$ cat src/rtl/mst_cmd_arbiter.sv
// ---------------------------------------------------------------------------
// mst_cmd_arbiter
//   Arbitrates a read client and a write client onto a single bus-master
//   command port. One command is in flight at a time; ties between clients
//   are resolved round-robin (read wins the first tie after reset).
//   Every command is a burst of XFER_LEN bytes.
//
// Optional feature (macro MST_CMD_TIMEOUT_EN):
//   When defined, a watchdog aborts a command that spends TIMEOUT_CYCLES
//   cycles in CMD/WAIT_CMPLT. The abort sets err_sticky and pulses the
//   client's done, but does not bump its counter. When undefined, no
//   watchdog exists and the FSM waits indefinitely.
//
// Ports:
//   Clk, ResetL            clock, synchronous active-low reset
//   rd_req/rd_addr         read client request and byte address
//   rd_gnt/rd_done         read client grant and one-cycle completion pulse
//   wr_req/wr_addr         write client request and byte address
//   wr_gnt/wr_done         write client grant and one-cycle completion pulse
//   ip2bus_mstrd_req       master read command strobe
//   ip2bus_mstwr_req       master write command strobe
//   ip2bus_mst_addr        command address (latched at grant)
//   ip2bus_mst_length      command length, constant XFER_LEN
//   ip2bus_mst_type        command type, constant 1 (burst)
//   bus2ip_mst_cmdack      master accepted the command
//   bus2ip_mst_cmplt       master completed the command
//   bus2ip_mst_error       error qualifier sampled with cmplt
//   err_clr                clears err_sticky (a simultaneous set wins)
//   busy                   high whenever the FSM is not idle
//   err_sticky             latched error flag
//   rd_count/wr_count      completed-command counters, wrap at 16 bits
// ---------------------------------------------------------------------------
module mst_cmd_arbiter #(
    parameter int unsigned XFER_LEN       = 240,
    parameter int unsigned TIMEOUT_CYCLES = 1023
) (
    input  logic        Clk,
    input  logic        ResetL,
    input  logic        rd_req,
    input  logic [31:0] rd_addr,
    output logic        rd_gnt,
    output logic        rd_done,
    input  logic        wr_req,
    input  logic [31:0] wr_addr,
    output logic        wr_gnt,
    output logic        wr_done,
    output logic        ip2bus_mstrd_req,
    output logic        ip2bus_mstwr_req,
    output logic [31:0] ip2bus_mst_addr,
    output logic [19:0] ip2bus_mst_length,
    output logic        ip2bus_mst_type,
    input  logic        bus2ip_mst_cmdack,
    input  logic        bus2ip_mst_cmplt,
    input  logic        bus2ip_mst_error,
    input  logic        err_clr,
    output logic        busy,
    output logic        err_sticky,
    output logic [15:0] rd_count,
    output logic [15:0] wr_count
);

    typedef enum logic [1:0] {
        IDLE,
        CMD,
        WAIT_CMPLT,
        DONE
    } state_t;

    state_t      r_state;
    logic        r_last_wr;   // 1: last grant went to the write client
    logic        r_rd_gnt;
    logic        r_wr_gnt;
    logic        r_mstrd_req;
    logic        r_mstwr_req;
    logic [31:0] r_addr;
    logic        r_rd_done;
    logic        r_wr_done;
    logic        r_err;
    logic [15:0] r_rd_cnt;
    logic [15:0] r_wr_cnt;

    logic        w_pick_rd;
    logic        w_cmplt_ok;
    logic        w_finish;
    logic        w_err_set;

    // Read wins when alone, or on a tie when write was granted last.
    assign w_pick_rd  = rd_req && (!wr_req || r_last_wr);

    // Normal completion: cmplt in WAIT_CMPLT, or cmdack+cmplt together in CMD.
    assign w_cmplt_ok = bus2ip_mst_cmplt &&
                        ((r_state == CMD && bus2ip_mst_cmdack) || r_state == WAIT_CMPLT);

`ifdef MST_CMD_TIMEOUT_EN
    localparam int unsigned TW = (TIMEOUT_CYCLES > 1) ? $clog2(TIMEOUT_CYCLES) : 1;

    logic [TW-1:0] r_to_cnt;
    logic          w_watch;
    logic          w_timeout;

    assign w_watch   = (r_state == CMD) || (r_state == WAIT_CMPLT);
    // Counter starts at 0 on entry, so matching LIMIT-1 aborts after
    // exactly TIMEOUT_CYCLES cycles in the watched states.
    assign w_timeout = w_watch && !w_cmplt_ok && (r_to_cnt == TW'(TIMEOUT_CYCLES - 1));
    assign w_finish  = w_cmplt_ok || w_timeout;
    assign w_err_set = (w_cmplt_ok && bus2ip_mst_error) || w_timeout;

    always_ff @(posedge Clk) begin
        if (!ResetL || !w_watch || w_finish) begin
            r_to_cnt <= '0;
        end else begin
            r_to_cnt <= r_to_cnt + 1'b1;
        end
    end
`else
    assign w_finish  = w_cmplt_ok;
    assign w_err_set = w_cmplt_ok && bus2ip_mst_error;
`endif

    always_ff @(posedge Clk) begin
        if (!ResetL) begin
            r_state     <= IDLE;
            r_last_wr   <= 1'b1;
            r_rd_gnt    <= 1'b0;
            r_wr_gnt    <= 1'b0;
            r_mstrd_req <= 1'b0;
            r_mstwr_req <= 1'b0;
            r_addr      <= '0;
            r_rd_done   <= 1'b0;
            r_wr_done   <= 1'b0;
            r_err       <= 1'b0;
            r_rd_cnt    <= '0;
            r_wr_cnt    <= '0;
        end else begin
            r_rd_done <= 1'b0;
            r_wr_done <= 1'b0;

            if (w_err_set) begin
                r_err <= 1'b1;
            end else if (err_clr) begin
                r_err <= 1'b0;
            end

            case (r_state)
                IDLE: begin
                    if (rd_req || wr_req) begin
                        r_state     <= CMD;
                        r_last_wr   <= !w_pick_rd;
                        r_rd_gnt    <= w_pick_rd;
                        r_wr_gnt    <= !w_pick_rd;
                        r_mstrd_req <= w_pick_rd;
                        r_mstwr_req <= !w_pick_rd;
                        r_addr      <= w_pick_rd ? rd_addr : wr_addr;
                    end
                end
                CMD, WAIT_CMPLT: begin
                    if (w_finish) begin
                        r_state     <= DONE;
                        r_mstrd_req <= 1'b0;
                        r_mstwr_req <= 1'b0;
                        r_rd_done   <= r_rd_gnt;
                        r_wr_done   <= r_wr_gnt;
                        // An aborted command pulses done but is not counted.
                        if (w_cmplt_ok && r_rd_gnt) begin
                            r_rd_cnt <= r_rd_cnt + 16'd1;
                        end
                        if (w_cmplt_ok && r_wr_gnt) begin
                            r_wr_cnt <= r_wr_cnt + 16'd1;
                        end
                    end else if (r_state == CMD && bus2ip_mst_cmdack) begin
                        r_state     <= WAIT_CMPLT;
                        r_mstrd_req <= 1'b0;
                        r_mstwr_req <= 1'b0;
                    end
                end
                DONE: begin
                    r_state  <= IDLE;
                    r_rd_gnt <= 1'b0;
                    r_wr_gnt <= 1'b0;
                end
                default: begin
                    r_state <= IDLE;
                end
            endcase
        end
    end

    assign rd_gnt            = r_rd_gnt;
    assign wr_gnt            = r_wr_gnt;
    assign rd_done           = r_rd_done;
    assign wr_done           = r_wr_done;
    assign ip2bus_mstrd_req  = r_mstrd_req;
    assign ip2bus_mstwr_req  = r_mstwr_req;
    assign ip2bus_mst_addr   = r_addr;
    assign ip2bus_mst_length = 20'(XFER_LEN);
    assign ip2bus_mst_type   = 1'b1;
    assign busy              = (r_state != IDLE);
    assign err_sticky        = r_err;
    assign rd_count          = r_rd_cnt;
    assign wr_count          = r_wr_cnt;

endmodule
$ cat config.mk
export PLATFORM = sky130hd
export DESIGN_NAME = mst_cmd_arbiter
export DESIGN_NICKNAME = d
export VERILOG_FILES = /design/src/rtl/mst_cmd_arbiter.sv
export SDC_FILE = /design/constraint.sdc
export NUM_CORES = 1
export LEC_CHECK = 0
export CAP_MARGIN = 20
export CORE_ASPECT_RATIO = 1.5
export CORE_UTILIZATION = 40
export CTS_CLUSTER_DIAMETER = 40
export DETAILED_ROUTE_END_ITERATION = 12
export PLACE_DENSITY = 0.8
export SLEW_MARGIN = 5
export SYNTH_ARGS = -nofsm -noshare
export SYNTH_HDL_FRONTEND = slang
export SYNTH_SLANG_ARGS = --single-unit
$ cat constraint.sdc
create_clock -name Clk -period 2.47 [get_ports Clk]
set_input_delay 0.3705 -clock Clk [delete_from_list [all_inputs] [get_ports Clk]]
set_output_delay 0.3705 -clock Clk [all_outputs]
set_load 0.01 [all_outputs]
==> results of run 1 <==
[synth_stat cells (6+ instances only)]
library cell	number	area, um^2
dfxtp_1	74	1480
buf_4	21	158
a21oi_1	21	105
o21ai_0	15	75.1
a222oi_1	32	320
inv_1	9	33.8
nor2_1	54	203
ha_1	6	75.1
nand4_1	11	68.8
nand3_1	13	65.1
clkbuf_1	17	63.8
nand2_1	13	48.8
or3_1	11	68.8
xnor2_1	11	96.3
[worst max-delay path, cell delays in order, from the launching register on]
cell and delay, ps:
dfxtp_1 390, inv_1 80, ha_1 330, buf_4 180
and3_2 240, nand4_1 270, or3_1 440, a21oi_1 160
[registers in the layout (all words and copies together) (netlist names)]
name	flops
ip2bus_mstwr_req	1
wr_done	1
ip2bus_mstrd_req	1
r_last_wr	1
r_state	2
err_sticky	1
wr_count	16
rd_done	1
rd_count	16
rd_gnt	1
wr_gnt	1
ip2bus_mst_addr	32
[power by group]
part           total, mW  internal [mW]  switching (mW)
Sequential          1.48           1.37           0.115
Combinational       1.50          0.726           0.770
Clock               1.42          0.939           0.486
Total               4.40           3.03            1.37
[cell type report]
type / instances / area [um^2]
sequential: 74 / 1480
tap: 102 / 128
clock inverter: 4 / 73.8
fill: 629 / 2680
timing repair buffer: 154 / 1510
inverter: 10 / 37.5
clock buffer: 12 / 256
multi-input combinational: 256 / 1590
[layer usage]
| metal | vias to the layer above | track usage | wire [um] |
|---|---|---|---|
| li1 | 1603 | - | - |
| met3 | 18 | 0.0763 | 861 |
| met1 | 1561 | 0.252 | 3380 |
| met5 | - | 0 | 0 |
| met2 | 167 | 0.405 | 4910 |
| met4 | 0 | 0.122 | 231 |
[metrics by stage]
step / setup WS [ps] / hold WS (ps) / area [um^2]
final: 291 / 479 / 5080
after global routing: 162 / 523 / 5080
after CTS: 276 / 476 / 5080
after detailed placement: 225 / 469 / 4750
after global placement: 264 / 454 / 4750
after floorplan: 531 / 460 / 3320
[cell families (layout without fill, tap and decap cells)]
| kind of cell | Yosys count | after routing | share of synthesized area |
|---|---|---|---|
| multiplexers | 2 | 2 | 0.00615 |
| AO/OA/AOI/OAI | 85 | 85 | 0.195 |
| XOR/XNOR | 13 | 13 | 0.0350 |
| flip-flops | 74 | 74 | 0.455 |
| other | 2 | 21 | 0.00231 |
| buffers and inverters | 49 | 180 | 0.0811 |
| AND/OR/NAND/NOR | 129 | 129 | 0.202 |
| adder cells (fa/ha/maj) | 6 | 6 | 0.0231 |
[path summary, 6_finish.rpt]
check,cells past startpoint,endpoint
hold / removal,2,wr_count[15]
setup / recovery,7,wr_count[12]
setup reg to reg,7,wr_count[12]
hold reg to reg,2,wr_count[15]
==> impl_metrics.env, run 1 <==
export IMPL_die_y_um=112
export IMPL_drc=0
export IMPL_rows=39
export IMPL_min_period_over_period=0.882
export IMPL_cts_resized=0
export IMPL_ys_async_sr_fraction=0
export IMPL_ys_types=44
export IMPL_cts_root_buf="clkbuf_16"
export IMPL_p_total_mw=4.40
export IMPL_final_util=0.655
export IMPL_postCtsHoldBufs=0
export IMPL_grt_pass1_vias=3273
export IMPL_grt_pass1_wl_um=15400
export IMPL_clock_path_buffers=2
export IMPL_start_util=0.419
export IMPL_finalMaxSlewViolations=0
export IMPL_maxSlewHeadroom=0.564
export IMPL_drtAntennaViolNets=0
export IMPL_place_inst=596
export IMPL_setup_viol=0
export IMPL_postCtsSetupBuffers=0
export IMPL_wl_um=9390
export IMPL_globalplace_congestion=0.804
export IMPL_worst_endpoint_arrival_ps=2440
export IMPL_drive_gt1_frac=0.0706
export IMPL_cap_violations=0
export IMPL_ys_flop_type="dfxtp_1"
export IMPL_io_buffers=143
export IMPL_path_class="reg2reg"
export IMPL_via_per_inst=5.47
export IMPL_hold_viol=0
export IMPL_grtUsageTotal=0.237
export IMPL_antenna_found_initial=0
export IMPL_worstPathRequired_ps=2730
export IMPL_grt_remaining_overflow=0
export IMPL_critPathLaunchType="flop"
export IMPL_clkLatencyLatePin_ps=340
export IMPL_io_pin_count=165
export IMPL_clock_fmax_mhz=459
export IMPL_nets=583
export IMPL_cts_buffers=9
export IMPL_vias=3349
export IMPL_post_drt_wl_per_cell_um=15.3
export IMPL_min_path_type="reg2reg"
export IMPL_hold_start="wr_count[15]"
export IMPL_firstDrtPassIters=6
export IMPL_cp_max_fo=10
export IMPL_fin_setup_tns_ps=0
export IMPL_layout_min_cycle_time_ps=2180
export IMPL_hpwlAfterDp_um=6830
export IMPL_worst_pin_slew_ps=652
export IMPL_clkTransAtPathRegs_ps=50
export IMPL_syn_area_um2=3250
export IMPL_die_w_um=75.6
export IMPL_run_status="finished clean"
export IMPL_power_density_nw_per_um2=867
export IMPL_cts_sinks=74
export IMPL_worstReg2RegStart="r_state[1]"
export IMPL_synth_edff_count=0
export IMPL_cp_end_kind="flop"
export IMPL_fin_skew_ps=6.58
export IMPL_grt_max_degree=39
export IMPL_power_leakage_nw=1.83
export IMPL_yosys_warnings=0
export IMPL_grt_setup_unrepaired="false"
export IMPL_ir_worst_vdd_uv=615
export IMPL_final_cell_mix="clkdlybuf4s50_1 (143), dfxtp_1 (74), nor2_1 (54)"
export IMPL_first_iter_violations=348
export IMPL_yosysSeqAreaShare=0.455
export IMPL_layout_commonest_cell="clkdlybuf4s50_1"
export IMPL_reg2reg_slack_ps=290
export IMPL_synth_area_per_cell_um2=9.04
export IMPL_areaGrowthSynthToFinish_pct=56.2
export IMPL_synthCells=360
export IMPL_worstSetupStartpoint="r_state[1]"
export IMPL_cts_tree="built"
export IMPL_dieArea_um2=8510
export IMPL_diodes=0
export IMPL_coreArea_um2=7760
export IMPL_htree_num_levels=3
export IMPL_synth_seq_cells=74
export IMPL_final_instance_count_excl_fill=612
Note: power is estimated with default switching activity, not from simulation.
==> run 2, diff against run 1 <==
--- a/config.mk
+++ b/config.mk
@@ -5,8 +5,10 @@
 export SDC_FILE = /design/constraint.sdc
 export NUM_CORES = 1
 export LEC_CHECK = 0
+export ABC_AREA = 0
 export CAP_MARGIN = 20
 export CORE_ASPECT_RATIO = 1.5
+export CORE_MARGIN = 3
 export CORE_UTILIZATION = 40
 export CTS_CLUSTER_DIAMETER = 40
 export DETAILED_ROUTE_END_ITERATION = 12
==> impl_metrics.env, run 2 (synthesis gave the netlist of run 1 again) <==
export IMPL_grtUsageTotal=0.217
export IMPL_cts_buffers=9
export IMPL_final_cell_mix="clkdlybuf4s50_1 (143), dfxtp_1 (74), nor2_1 (54)"
export IMPL_cp_depth=7
export IMPL_slowest_delay_ps=430
export IMPL_worstSetupStartpoint="r_state[0]"
export IMPL_cts_tree="built"
export IMPL_worst_path_max_delay_cell="ha_1"
export IMPL_ir_worst_vdd_uv=613
export IMPL_fin_skew_ps=2.33
export IMPL_fin_setup_tns_ps=0
export IMPL_cts_root_buf="clkbuf_16"
export IMPL_globalplace_congestion=0.804
export IMPL_cap_violations=0
export IMPL_nets=580
export IMPL_worst_endpoint_arrival_ps=2510
export IMPL_start_util=0.419
export IMPL_dp_slack_ps=196
export IMPL_power_leakage_nw=1.81
export IMPL_place_area_um2=4740
export IMPL_coreArea_um2=7760
export IMPL_run_status="finished clean"
export IMPL_postCtsSetupBuffers=0
export IMPL_path_class="reg2reg"
export IMPL_die_y_um=116
export IMPL_min_path_type="reg2reg"
export IMPL_cpLargestDelayFamily="simple AND/OR/NAND/NOR gates"
export IMPL_postCtsHoldBufs=0
export IMPL_finalMaxSlewViolations=0
export IMPL_grt_max_degree=34
export IMPL_drive_gt1_frac=0.0611
export IMPL_htree_num_levels=3
export IMPL_min_period_over_period=0.914
export IMPL_p_total_mw=4.28
export IMPL_clock_path_buffers=2
export IMPL_cts_sinks=74
export IMPL_cts_resized=0
export IMPL_num_fill_cells=651
export IMPL_hold_start="wr_count[15]"
export IMPL_setup_ws_ps=213
export IMPL_largest_register_ffs=32
export IMPL_grt_pass1_vias=3332
export IMPL_critical_path_buf_inv_count=2
export IMPL_setup_viol=0
export IMPL_dieArea_um2=9270
export IMPL_clkTransAtPathRegs_ps=50
export IMPL_ff2ff_path_depth=7
export IMPL_io_buffers=143
export IMPL_grt_pass1_wl_um=15800
export IMPL_rows=39
export IMPL_layout_min_cycle_time_ps=2260
export IMPL_critPathLaunchType="flop"
export IMPL_via_per_inst=5.48
export IMPL_clock_fmax_mhz=443
export IMPL_io_pin_count=165
export IMPL_vias=3340
export IMPL_holdPathStages=2
export IMPL_worstReg2RegStart="r_state[0]"
export IMPL_firstDrtPassIters=7
export IMPL_first_iter_violations=277
export IMPL_areaGrowthSynthToFinish_pct=54.9
export IMPL_drtAntennaViolNets=0
export IMPL_post_drt_wl_per_cell_um=15.9
export IMPL_layout_commonest_cell="clkdlybuf4s50_1"
export IMPL_antenna_found_initial=0
export IMPL_final_cell_area_um2=5040
export IMPL_reg2reg_slack_ps=210
export IMPL_timing_hold_ws_ps=464
export IMPL_cp_end_kind="flop"
export IMPL_crit_chain="inv_1 > ha_1 > buf_4 > and3_2 > nand4_1 > or3_1 > a21oi_1"
export IMPL_wl_um=9680
export IMPL_power_density_nw_per_um2=849
export IMPL_maxSlewHeadroom=0.594
export IMPL_clkLatencyLatePin_ps=330
export IMPL_die_w_um=79.6
export IMPL_grt_setup_unrepaired="false"
export IMPL_grt_remaining_overflow=0
export IMPL_worstPathRequired_ps=2730
export IMPL_drc=0
export IMPL_hpwlAfterDp_um=7050
export IMPL_diodes=0
export IMPL_cp_max_fo=9
export IMPL_worst_pin_slew_ps=608
export IMPL_hold_viol=0
==> run 2: cell count changes in the layout (fill, tap and decap cells not counted), sizes merged <==
cell and change:
buf -3, clkbuf +2, bufinv -1, clkinv -1
==> run 2: area by class of cell <==
cell class,count,area (um^2),area share
Multi-Input combinational cell,256,1590,0.316
Timing Repair Buffer,151,1500,0.298
Sequential cell,74,1480,0.294
Clock buffer,14,264,0.0524
Tap cell,102,128,0.0253
Inverter,10,37.5,0.00745
Clock inverter,2,35.0,0.00695
==> run 2: routing by layer <==
layer | global-route usage | vias to the layer above | wire length [um]
li1 | - | 1597 | -
met3 | 0.0849 | 20 | 993
met4 | 0.111 | 0 | 278
met1 | 0.238 | 1571 | 3530
met5 | 0 | - | 0
met2 | 0.361 | 152 | 4870
==> run 2: power by group <==
part / switching, mW / internal, mW / total, mW
combinational: 0.763 / 0.727 / 1.49
clock: 0.467 / 0.836 / 1.30
sequential: 0.119 / 1.37 / 1.49
total: 1.35 / 2.93 / 4.28
==> run 2: worst min-delay path, delay by kind of cell (launching register included) <==
kind | cells | cell delay, ps
flops | 1 | 310
mux | 1 | 50
simple gates | 1 | 50
==> run 2: worst paths after layout <==
| path | to |
|---|---|
| worst max-delay path | wr_count[8] |
| worst min-delay path | wr_count[15] |
| worst max register to register | wr_count[8] |
| worst min register to register | wr_count[15] |
==> run 2: metrics by stage <==
stage           util  cells
6_report       0.650    609
5_1_grt        0.650    609
4_1_cts        0.650    609
3_5_place_dp   0.611    593
3_3_place_gp   0.611    593
2_1_floorplan      -    379
